$ cat config.mk
export PLATFORM = sky130hd
export DESIGN_NAME = enemy_path_reader
export DESIGN_NICKNAME = d
export VERILOG_FILES = /design/src/rtl/enemy_pkg.sv /design/src/rtl/enemy_path_reader_step_timer.sv /design/src/rtl/enemy_path_reader.sv
export SDC_FILE = /design/constraint.sdc
export NUM_CORES = 1
export LEC_CHECK = 0
export ABC_AREA = 1
export CAP_MARGIN = 20
export CORE_ASPECT_RATIO = 1.75
export CORE_MARGIN = 1
export CORE_UTILIZATION = 46
export CTS_CLUSTER_DIAMETER = 80
export DETAILED_ROUTE_END_ITERATION = 12
export PLACE_DENSITY = 0.8
export SLEW_MARGIN = 10
export SYNTH_ARGS = -nofsm -noshare
export SYNTH_HDL_FRONTEND = slang
export SYNTH_SLANG_ARGS = --single-unit
$ cat constraint.sdc
create_clock -name clk -period 1.4 [get_ports clk]
set_input_delay 0.42 -clock clk [delete_from_list [all_inputs] [get_ports clk]]
set_output_delay 0.42 -clock clk [all_outputs]
set_load 0.02 [all_outputs]
$ cat src/rtl/enemy_pkg.sv
// Shared types and ROM word layout for the enemy path reader.
// The layout of the ROM word is {end, x, y}, with y in the LSBs.
package enemy_pkg;

    localparam int XWIDTH_DEF = 10;
    localparam int YWIDTH_DEF = 10;

    localparam int Y_LSB   = 0;
    localparam int Y_MSB   = YWIDTH_DEF - 1;
    localparam int X_LSB   = YWIDTH_DEF;
    localparam int X_MSB   = X_LSB + XWIDTH_DEF - 1;
    localparam int END_BIT = XWIDTH_DEF + YWIDTH_DEF;

    typedef enum logic [2:0] {
        S_IDLE,
        S_FETCH,
        S_LATCH,
        S_WAIT,
        S_DONE
    } path_state_t;

    typedef enum logic {
        CAUSE_ESCAPE = 1'b0,
        CAUSE_KILL   = 1'b1
    } exit_cause_t;

endpackage

$ cat src/rtl/enemy_path_reader_step_timer.sv
// Counts tick strobes for one waypoint; done fires on the last tick of the step.
module step_timer #(
    parameter int STEP_TICKS = 4
) (
    input  logic clk,
    input  logic rst,
    input  logic clear,
    input  logic tick,
    output logic done
);

    localparam logic [7:0] LAST_CNT = 8'(STEP_TICKS - 1);

    logic [7:0] cnt_reg;

    assign done = tick && (cnt_reg == LAST_CNT);

    always_ff @(posedge clk) begin
        if (rst || clear) begin
            cnt_reg <= '0;
        end else if (tick) begin
            cnt_reg <= done ? 8'd0 : cnt_reg + 8'd1;
        end
    end

endmodule

$ cat src/rtl/enemy_path_reader.sv
// Walks one enemy's waypoint list in the path ROM and reports its position,
// pulsing flip when the path ends or the enemy is destroyed.
module enemy_path_reader
    import enemy_pkg::*;
#(
    parameter int ADRESSWIDTH = 10,
    parameter int XWIDTH      = XWIDTH_DEF,
    parameter int YWIDTH      = YWIDTH_DEF,
    parameter int STEP_TICKS  = 4
) (
    input  logic                     clk,
    input  logic                     rst,
    input  logic                     spawn,
    input  logic [ADRESSWIDTH-1:0]   adr_start,
    input  logic                     tick,
    input  logic                     destroyed,
    output logic [ADRESSWIDTH-1:0]   rom_adr,
    input  logic [XWIDTH+YWIDTH:0]   rom_data,
    output logic [XWIDTH-1:0]        xpos,
    output logic [YWIDTH-1:0]        ypos,
    output logic                     enemy_active,
    output logic                     escaped,
    output logic                     flip
);

    path_state_t              state_reg, state_next;
    exit_cause_t              cause_reg, cause_next;
    logic [ADRESSWIDTH-1:0]   ptr_reg, ptr_next;
    logic [XWIDTH-1:0]        xpos_reg, xpos_next;
    logic [YWIDTH-1:0]        ypos_reg, ypos_next;
    logic                     active_reg, active_next;
    logic                     escaped_reg, escaped_next;
    logic                     flip_reg, flip_next;
    logic                     timer_clear;
    logic                     timer_done;

    // The timer only sees ticks while parked on a waypoint.
    step_timer #(
        .STEP_TICKS(STEP_TICKS)
    ) u_step_timer (
        .clk   (clk),
        .rst   (rst),
        .clear (timer_clear),
        .tick  (tick && (state_reg == S_WAIT)),
        .done  (timer_done)
    );

    assign rom_adr      = ptr_reg;
    assign xpos         = xpos_reg;
    assign ypos         = ypos_reg;
    assign enemy_active = active_reg;
    assign escaped      = escaped_reg;
    assign flip         = flip_reg;

    always_comb begin
        state_next   = state_reg;
        cause_next   = cause_reg;
        ptr_next     = ptr_reg;
        xpos_next    = xpos_reg;
        ypos_next    = ypos_reg;
        active_next  = active_reg;
        escaped_next = 1'b0;
        flip_next    = 1'b0;
        timer_clear  = 1'b0;

        case (state_reg)
            S_IDLE: begin
                if (spawn) begin
                    ptr_next   = adr_start;
                    state_next = S_FETCH;
                end
            end
            S_FETCH: begin
                if (destroyed) begin
                    cause_next = CAUSE_KILL;
                    state_next = S_DONE;
                end else begin
                    state_next = S_LATCH;
                end
            end
            S_LATCH: begin
                // A kill takes precedence over an end word arriving this cycle.
                if (destroyed) begin
                    cause_next = CAUSE_KILL;
                    state_next = S_DONE;
                end else if (rom_data[END_BIT]) begin
                    cause_next = CAUSE_ESCAPE;
                    state_next = S_DONE;
                end else begin
                    xpos_next   = rom_data[X_MSB:X_LSB];
                    ypos_next   = rom_data[Y_MSB:Y_LSB];
                    active_next = 1'b1;
                    timer_clear = 1'b1;
                    ptr_next    = ptr_reg + ADRESSWIDTH'(1);
                    state_next  = S_WAIT;
                end
            end
            S_WAIT: begin
                if (destroyed) begin
                    cause_next = CAUSE_KILL;
                    state_next = S_DONE;
                end else if (timer_done) begin
                    state_next = S_FETCH;
                end
            end
            S_DONE: begin
                flip_next    = 1'b1;
                active_next  = 1'b0;
                escaped_next = (cause_reg == CAUSE_ESCAPE);
                state_next   = S_IDLE;
            end
            default: begin
                state_next = S_IDLE;
            end
        endcase
    end

    always_ff @(posedge clk) begin
        if (rst) begin
            state_reg   <= S_IDLE;
            cause_reg   <= CAUSE_ESCAPE;
            ptr_reg     <= '0;
            xpos_reg    <= '0;
            ypos_reg    <= '0;
            active_reg  <= 1'b0;
            escaped_reg <= 1'b0;
            flip_reg    <= 1'b0;
        end else begin
            state_reg   <= state_next;
            cause_reg   <= cause_next;
            ptr_reg     <= ptr_next;
            xpos_reg    <= xpos_next;
            ypos_reg    <= ypos_next;
            active_reg  <= active_next;
            escaped_reg <= escaped_next;
            flip_reg    <= flip_next;
        end
    end

endmodule

==> metrics.md, run 1 <==
| Metric | Value |
|---|---|
| Count leader, synth | nor2_1 |
| Period Utilization, post-route | 0.9900 |
| Largest net degree at the start of global routing | 21 |
| Synthesis-to-finish area growth | 47.25% |
| Row Count | 32 |
| Period minus WS final | 1.386 ns |
| Worst vdd ir | ~850 uV |
| CTS H-tree lvls | 2 |
| Global-route total usage across every layer | 0.2536 |
| Path depth of the worst reg2reg path | 7 |
| GP Congestion | 0.7825 |
| MaxCap Viol Count | 0 |
| 1st-iter DRT viols | 43 |
| Top cells by count, synth | nor2_1 (69), nand2_1 (46), dfxtp_1 (45), o21ai_0 (29), inv_1 (18) |
| Mean area per synthesized cell | around 7.3 um^2 |
| CP startpoint kind | register |
| Cells after synthesis | 292 |
| Grt total ovfl | 0 |
| Clock slew at reported path FFs | 0.09 ns |
| # DRC | 0 |
| Slowest cell on the critical path | dfxtp_1 |
| Top cell type's share of synthesized area | 0.4211 |
| Antenna Nets Post-Route | 0 |
| FF-to-FF Start | state_reg[2] |
| Ant diodes | 0 |
| Clock net sink count | 45 |
| Utilization after layout | 0.7089 |
| Critical path class | reg -> out |
| Core ar. | 4444 um^2 |
| Final Hold Fails | 0 |
| Max Clock Skew | approximately 0.0049 ns |
| Synth Register Bits | 45 |
| Largest delay share family, worst path | flip-flops |
| # setup viols final | 0 |
| Die H | between 90 and 100 um |
| Crit path DAT | roughly 0.97 ns |
| Vias | approximately 2300 |
| CP Capture Type | primary output |
| P per Cell Area | ~1000 nW/um^2 |
| Ys flop type | dfxtp_1 |
| WP depth | 1 |
| Pins Over Slew Limit | 0 |
| Worst slew pin tran | 0.3088 ns |
| Biggest area consumer among synthesized cells | dfxtp_1 |
| Syn nets | 330 |
| Vias in the first global route | between 2000 and 2500 |
| Input/output buffers | roughly 70 |
| Synth area leaders | dfxtp_1 (42%), nor2_1 (12%), nand2_1 (8.1%) |
| WHS Path Cells | 1 |
| Unique masters post-synth | 31 |
| Cts bufs inserted | 5 |
| Hold Crit Start | cause_reg |
| Root buffer cell | clkbuf_8 |
| Clock Latency Late Sink | about 0.30 ns |
| Hold Buf Count CTS | 0 |
| Leak pwr | roughly 0.0014 uW |
| Critical path peak fanout | 1 |
| Required time of the critical path | between 0.9 and 1 ns |
| Drt wl/cell | between 10 and 15 um |
| DRT Pass-1 Iters | 4 |
| Antenna violations before repair | 0 |
| CTS tree | built |
| Nets | around 440 |
| Synth async-reset ratio | 0 |
| Routed WL | around 6000 um |
| Synthesized area | around 2100 um^2 |
| Max Buffers Root-to-Sink | 2 |
| Number of enable flip-flop cells after synthesis | 0 |
| Layout cells sized above 1 | 0.2682 |
| Worst Hold Slack | between 0.4 and 0.5 ns |
| Die area | 4939 um^2 |
| Critical Path Max Stage Delay | between 0.3 and 0.4 ns |
| Status | finished, final reports clean |
| Die Wd | 53.56 um |
| Cells along the critical path | clkdlybuf4s15_1 |
| Bufs and invs on worst path | 1 |
| Synthesis warning total | 0 |
| Critical path startpoint | escaped |
| Detailed Place HPWL | 4364 um |
| Vias per std cell | 5.116 |
| First-pass GRT wire length | 9280 um |
| Sequential-to-total area share from yosys stat | 0.4211 |
| Worst hold-check path type | reg -> reg |
| Max-slew headroom | 0.7926 |
| Initial core utilization | 0.4814 |
| I/O Pins | between 60 and 70 |
| Max frequency | 0.7215 GHz |
## metrics by stage
stage | setup TNS [ns] | setup slack, ns | cell area (um^2) | instances | power, uW
2_1_floorplan | 0 | 0.02917 | 2140 | 292 | 1923
5_1_grt | -0.006135 | -0.006135 | 3151 | 450 | 3308
4_1_cts | 0 | 0.0003849 | 3129 | 443 | 3122
3_3_place_gp | -12.69 | -0.3772 | 3054 | 435 | 2347
3_5_place_dp | -13.63 | -0.4194 | 3054 | 435 | 2362
6_report | 0 | 0.01399 | 3151 | 450 | 3157
## cell families (layout without fill, tap and decap cells)
logic type	Yosys count	in the layout	share of synthesized area
AO/OA/AOI/OAI	51	51	0.1327
buffers and inverters	33	140	0.08128
adder cells (fa/ha/maj)	2	2	0.01169
flip-flops	45	45	0.4211
XOR/XNOR	4	4	0.01637
AND/OR/NAND/NOR	157	157	0.3368
## cells in the final DEF, fill, tap and decap left out, types with 2 or more instances in the layout
cell type,count
o21ai_2,4
clkbuf_2,18
nand2_2,5
nor2_1,67
a21oi_2,3
dfxtp_2,4
nand2_1,44
nand3_1,14
buf_6,3
inv_2,5
buf_4,38
a21oi_1,13
nand2_4,2
o21ai_0,29
inv_1,17
nand3_2,2
dlygate4sd2_1,3
dfxtp_1,41
clkdlybuf4s15_1,12
nand4_1,2
nand3b_1,2
nor3_1,7
clkbuf_8,5
clkdlybuf4s50_1,32
nor2_2,4
xor2_1,4
clkinv_2,2
nor2_4,4
## worst paths after layout
kind | slack, ns | end
setup / recovery | 0.01 | escaped
setup reg to reg | 0.09 | ypos[9]
hold reg to reg | 0.44 | escaped
hold / removal | 0.44 | escaped
## timing repair
item,in CTS,in global routing
pin swaps,2,6
buffers inserted,0,7
gates resized for setup,57,48
setup endpoints to repair,66,62
## routing by layer
metal | wire (um) | share of wire | global-route usage
met1 | 2223 | 0.37 | 0.2523
met2 | 3304 | 0.55 | 0.4583
met3 | 177 | 0.029 | 0.04478
met4 | 299 | 0.050 | 0.1447
met5 | 0 | 0 | 0
## power by group
part / switching [uW] / total (uW) / internal, uW
clock network: 470 / 815 / 345
logic: 478 / 912 / 434
registers: 63.1 / 1430 / 1370
total: 1010 / 3160 / 2150
## layout make-up
| type | instances | area [um^2] |
|---|---|---|
| sequential | 45 | 905.9 |
| clock buffer | 5 | 68.82 |
| inverter | 23 | 88.84 |
| fill | 350 | 1294 |
| tap | 51 | 63.81 |
| clock inverter | 3 | 17.52 |
| multi-input combinational | 214 | 1101 |
| timing repair buffer | 109 | 904.6 |
(Power assumes the default switching activity.)
==> run 2, diff against run 1 <==
--- a/config.mk
+++ b/config.mk
@@ -6,13 +6,16 @@
 export NUM_CORES = 1
 export LEC_CHECK = 0
 export ABC_AREA = 1
+export ABC_CLOCK_PERIOD_IN_PS = 1400
 export CAP_MARGIN = 20
 export CORE_ASPECT_RATIO = 1.75
 export CORE_MARGIN = 1
 export CORE_UTILIZATION = 46
 export CTS_CLUSTER_DIAMETER = 80
 export DETAILED_ROUTE_END_ITERATION = 12
+export HOLD_SLACK_MARGIN = 0.15
 export PLACE_DENSITY = 0.8
+export RECOVER_POWER = 100
 export SLEW_MARGIN = 10
 export SYNTH_ARGS = -nofsm -noshare
 export SYNTH_HDL_FRONTEND = slang
==> run 2 against run 1 <==
  * Power down 0.71%
  * Worst setup slack better by 0.0079 ns
  * Highest routed layer unchanged
  * Maximum frequency up 0.57%
  * Critical path type unchanged
==> metrics.md, run 2 (same netlist as run 1, synthesis figures left out) <==
| Metric | Value |
|---|---|
| Fin cells | 450 |
| Setup slack after layout | around 0.022 ns |
| Pre-CTS setup slack | -0.4194 ns |
| MaxCap Viol Count | 0 |
| Antenna violations before repair | 0 |
| WHS Path Cells | 1 |
| Period minus WS final | 1.378 ns |
| 1st-iter DRT viols | 45 |
| Crit path DAT | between 0.9 and 1 ns |
| Max frequency | roughly 0.73 GHz |
| # DRC | 0 |
| Critical path peak fanout | 1 |
| CP startpoint kind | register |
| Leak pwr | roughly 0.0013 uW |
| Cts bufs inserted | 5 |
| Ant diodes | 0 |
| Max Buffers Root-to-Sink | 2 |
| Status | finished, final reports clean |
| Inst Count DP | 435 |
| Required time of the critical path | roughly 0.98 ns |
| Reg area | just over 900 um^2 |
| Worst slew pin tran | around 0.43 ns |
| Layout cells sized above 1 | 0.2180 |
| Worst vdd ir | 857.2 uV |
| Final Hold Fails | 0 |
| Largest net degree at the start of global routing | 21 |
| Clock Latency Late Sink | roughly 0.30 ns |
| Cells along the critical path | clkdlybuf4s15_1 |
| Most common cell after layout, fill and taps aside | nor2_1 |
| DRT Pass-1 Iters | 4 |
| Vias in the first global route | roughly 2200 |
| Clock slew at reported path FFs | ~0.09 ns |
| FF-to-FF End | ypos[9] |
| Fillers | ~360 |
| Multi-input gate area | about 1100 um^2 |
| Synthesis-to-finish area growth | 45.15% |
| FF-to-FF Start | state_reg[0] |
| Hold Buf Count CTS | 0 |
| Largest delay share family, worst path | flip-flops |
| Worst hold-check path type | reg -> reg |
| Clock net sink count | 45 |
| Sw power | ~1000 uW |
| Slowest cell on the critical path | dfxtp_1 |
| CP Capture Type | primary output |
| Antenna Nets Post-Route | 0 |
| Vias | about 2300 |
| CTS tree | built |
| Die H | approximately 92 um |
| Vias per std cell | between 5 and 6 |
| I/O Pins | slightly below 70 |
| Comb power frac | 0.286 |
| Max-slew headroom | 0.7154 |
| Utilization after layout | 0.6988 |
| Hold Crit Start | cause_reg |
| Critical Path Max Stage Delay | roughly 0.33 ns |
| CTS H-tree lvls | 2 |
| Max Clock Skew | around 0.0036 ns |
| Seq pwr share | 0.456 |
| Routed WL | about 5900 um |
| Nets | approximately 440 |
| Drt wl/cell | between 10 and 15 um |
| Pins Over Slew Limit | 0 |
| Clk pwr share | 0.259 |
| Initial core utilization | 0.4814 |
| Critical path class | reg -> out |
| Commonest cells after routing, fill and taps aside | nor2_1 (67), nand2_1 (44), dfxtp_1 (41), buf_4 (35), clkdlybuf4s50_1 (32) |
| Die area | between 4000 and 5000 um^2 |
| Internal power | 2132 uW |
| Row Count | 32 |
| First-pass GRT wire length | about 9300 um |
| Final Power | 3135 uW |
| # setup viols final | 0 |
| Switching share of power | 0.3198 |
| Global-route total usage across every layer | 0.2536 |
| Detailed Place HPWL | 4364 um |
| Hold Path Sink | escaped |
| Grt total ovfl | 0 |
| Path depth of the worst reg2reg path | 7 |
| Root buffer cell | clkbuf_8 |
| Reg-to-reg slack, setup | about 0.08 ns |
| Bufs and invs on worst path | 1 |
| Core ar. | ~4400 um^2 |
| GP Congestion | between 0.7 and 0.8 |
| Die Wd | around 54 um |
| Period Utilization, post-route | 0.9844 |
| Input/output buffers | 68 |
| P per Cell Area | 1009 nW/um^2 |
[run 2: layout make-up]
type | count | share of cell area
clock buffers | 5 | 0.02216
clock inverters | 3 | 0.005641
inverters | 23 | 0.02780
multi-input cells | 214 | 0.3501
flip-flops and latches | 45 | 0.2917
well taps | 51 | 0.02055
repair buffers | 109 | 0.2820
[run 2: power by group through the flow]
stage	clock network, uW	registers, uW	logic [uW]
2_1_floorplan	0	1560	366
3_3_place_gp	0	1450	895
3_5_place_dp	0	1460	906
4_1_cts	819	1420	879
5_1_grt	874	1440	977
6_report	811	1430	895
[run 2: how the worst max path moves through the flow]
stage | startpoint | end | slack (ns) | cells past startpoint
CTS | ypos[2] | ypos[2] | 0.0004 | 1
global route | escaped | escaped | -0.006 | 1
detailed placement | destroyed | rom_adr[2] | -0.42 | 10
finish | escaped | escaped | 0.02 | 1
floorplan | rom_adr[0] | rom_adr[8] | 0.03 | 8
global placement | destroyed | rom_adr[2] | -0.38 | 10
[run 2: stage by stage]
| step | cell area (um^2) | TNS [ns] | hold slack [ns] |
|---|---|---|---|
| final | 3105 | 0 | 0.4402 |
| after global routing | 3105 | -0.006135 | 0.4671 |
| after CTS | 3129 | 0 | 0.4276 |
| after detailed placement | 3054 | -13.63 | 0.4104 |
| after global placement | 3054 | -12.69 | 0.4088 |
| after floorplan | 2140 | 0 | 0.3992 |
[run 2: routing by layer]
layer	share of wire	GRT usage
met5	0	0
met4	0.051	0.1447
met3	0.028	0.04478
met2	0.56	0.4583
met1	0.36	0.2523
[run 2: what timing repair did]
item | 4_1_cts | 5_1_grt
endpoints found under the setup margin | 66 | 62
endpoints found under the hold margin | 0 | 0
resized for setup | 57 | 48
pin swaps | 2 | 6
buffers inserted | 0 | 7
==> run 3, diff against run 2 <==
--- a/config.mk
+++ b/config.mk
@@ -6,7 +6,7 @@
 export NUM_CORES = 1
 export LEC_CHECK = 0
 export ABC_AREA = 1
-export ABC_CLOCK_PERIOD_IN_PS = 1400
+export ABC_CLOCK_PERIOD_IN_PS = 1350
 export CAP_MARGIN = 20
 export CORE_ASPECT_RATIO = 1.75
 export CORE_MARGIN = 1
==> constraint.sdc (replaced) <==
create_clock -name clk -period 1.35 [get_ports clk]
set_input_delay 0.405 -clock clk [delete_from_list [all_inputs] [get_ports clk]]
set_output_delay 0.405 -clock clk [all_outputs]
set_load 0.02 [all_outputs]
==> run 3 against run 2 <==
  * The run now ends with negative setup slack left
  * Flip-flop and latch count unchanged
  * Routed wire length increased by 13%
  * Worst hold slack got worse by 0.0043 ns
  * Clock skew increased by 0.0064 ns
  * Clock-buffer cell count increased by 1
  * First-iteration DRC count increased by 22%
  * Cell count unchanged
  * Worst setup slack got worse by 0.075 ns
  * Critical path type is now reg -> reg
  * Critical endpoint is now rom_adr[7]
  * Highest routed layer unchanged
==> metrics.md, run 3 (same netlist as run 1, synthesis figures left out) <==
| Metric | Value |
|---|---|
| Status | finished with violations |
| Violated checks | negative setup slack |
| Required time of the critical path | around 1.6 ns |
| Root buffer cell | clkbuf_8 |
| Grt total ovfl | 0 |
| Commonest cells after routing, fill and taps aside | nor2_1 (54), nand2_1 (42), dfxtp_1 (39), clkdlybuf4s50_1 (31), buf_4 (31) |
| Most common cell after layout, fill and taps aside | nor2_1 |
| Period minus WS final | ~1.4 ns |
| Setup_tns | -0.4792 ns |
| RSZ-0062 raised after global routing | yes |
| Inst Count DP | between 400 and 500 |
| Critical path peak fanout | 9 |
| Utilization after layout | 0.7663 |
| Comb power frac | 0.308 |
| Worst slew pin tran | 0.2785 ns |
| Worst Hold Slack | between 0.4 and 0.5 ns |
| FF-to-FF Start | state_reg[0] |
| I/O Pins | 69 |
| Clock net sink count | 45 |
| Vias per std cell | 5.218 |
| Max-slew headroom | 0.8129 |
| Die Wd | 53.56 um |
| DRT Pass-1 Iters | 4 |
| Critical path startpoint | state_reg[0] |
| Internal power | 2523 uW |
| Crit path DAT | ~1.6 ns |
| Pins Over Slew Limit | 0 |
| Routed WL | 6719 um |
| 1st-iter DRT viols | between 50 and 60 |
| Final Cell Area | 3406 um^2 |
| Clock Latency Late Sink | 0.30 ns |
| Critical path class | reg -> reg |
| Final Hold Fails | 0 |
| Max frequency | between 0.7 and 0.8 GHz |
| Period Utilization, post-route | 1.039 |
| Cts bufs inserted | 5 |
| Max Clock Skew | between 0.009 and 0.01 ns |
| CP Capture Type | register |
| Layout cells sized above 1 | 0.3609 |
| Input/output buffers | a little under 70 |
| Global-route total usage across every layer | 0.2736 |
| Reg area | between 900 and 1000 um^2 |
| CTS H-tree lvls | 2 |
| Multi-input gate area | approximately 1200 um^2 |
| # setup viols final | 17 |
| Drt wl/cell | between 10 and 15 um |
| CP startpoint kind | register |
| Ant diodes | 0 |
| Core ar. | 4444 um^2 |
| Vias in the first global route | approximately 2300 |
| Largest net degree at the start of global routing | 21 |
| Leak pwr | between 0.001 and 0.0015 uW |
| Nets | roughly 440 |
| MaxCap Viol Count | 0 |
| Clock slew at reported path FFs | approximately 0.090 ns |
| Worst hold-check path type | reg -> reg |
| Die area | just under 5000 um^2 |
| Row Count | 32 |
| Fin cells | 450 |
| First-pass GRT wire length | around 10000 um |
| Switching share of power | 0.3115 |
| Hold Crit Start | cause_reg |
| Seq pwr share | 0.406 |
| Sw power | around 1100 uW |
| Worst vdd ir | ~1200 uV |
| CTS tree | built |
| Clk pwr share | 0.286 |
| Max Buffers Root-to-Sink | 2 |
| Initial core utilization | 0.4814 |
| GP Congestion | 0.8643 |
| Placed Area | just over 3000 um^2 |
| Vias | 2348 |
| Die H | between 90 and 100 um |
| P per Cell Area | ~1100 nW/um^2 |
| Setup slack after layout | -0.05316 ns |
| Antenna Nets Post-Route | 0 |
| # DRC | 0 |
| Synthesis-to-finish area growth | 59.18% |
| Detailed Place HPWL | around 4200 um |
| Antenna violations before repair | 0 |
| Fillers | about 300 |
run 3: power by group through the flow:
stage | clock network (uW) | logic (uW) | registers (uW)
after floorplan | 0 | 380 | 1620
after global placement | 0 | 925 | 1510
after CTS | 1060 | 1050 | 1480
after detailed placement | 0 | 943 | 1510
final | 1050 | 1130 | 1490
after global routing | 1120 | 1210 | 1500
run 3: repair_timing:
| action | 4_1_cts | 5_1_grt |
|---|---|---|
| pin swaps | 4 | 14 |
| gates cloned | 1 | 1 |
| setup buffers | 3 | 3 |
| gates resized for setup | 108 | 73 |
| endpoints found under the setup margin | 68 | 56 |
| hold buffers | 0 | 0 |
run 3: critical path, stage by stage (launching register included):
cell	delay, ns
dfxtp_4	0.38
nor2_4	0.16
buf_12	0.14
buf_4	0.12
nand3_4	0.13
nor2_1	0.16
nand2_1	0.08
a21oi_1	0.15
run 3: layer usage:
layer  global-route usage  share of wire  vias to the layer above
li1                     -              -                     1156
met1               0.2436           0.35                     1094
met4               0.1645          0.057                        0
met2               0.5146           0.57                       69
met5                    0              0                        -
met3              0.05638          0.031                       29
run 3: per-stage QoR:
stage / total power (uW) / setup slack [ns]
floorplan: 1998 / 0.04650
CTS: 3592 / -0.01558
detailed placement: 2453 / -0.4762
global placement: 2431 / -0.4183
finish: 3664 / -0.05316
global route: 3823 / -0.1325
run 3: cell type report:
| cell class | count | share of cell area |
|---|---|---|
| Sequential cell | 45 | 0.2682 |
| Clock buffer | 6 | 0.02131 |
| Multi-Input combinational cell | 214 | 0.3597 |
| Inverter | 23 | 0.02682 |
| Timing Repair Buffer | 109 | 0.2939 |
| Tap cell | 51 | 0.01874 |
| Clock inverter | 2 | 0.01139 |
run 3: worst paths after layout:
check | to | slack [ns] | cells after the start
max | rom_adr[7] | -0.05 | 7
min | escaped | 0.44 | 1
max reg2reg | rom_adr[7] | -0.05 | 7
min reg2reg | escaped | 0.44 | 1
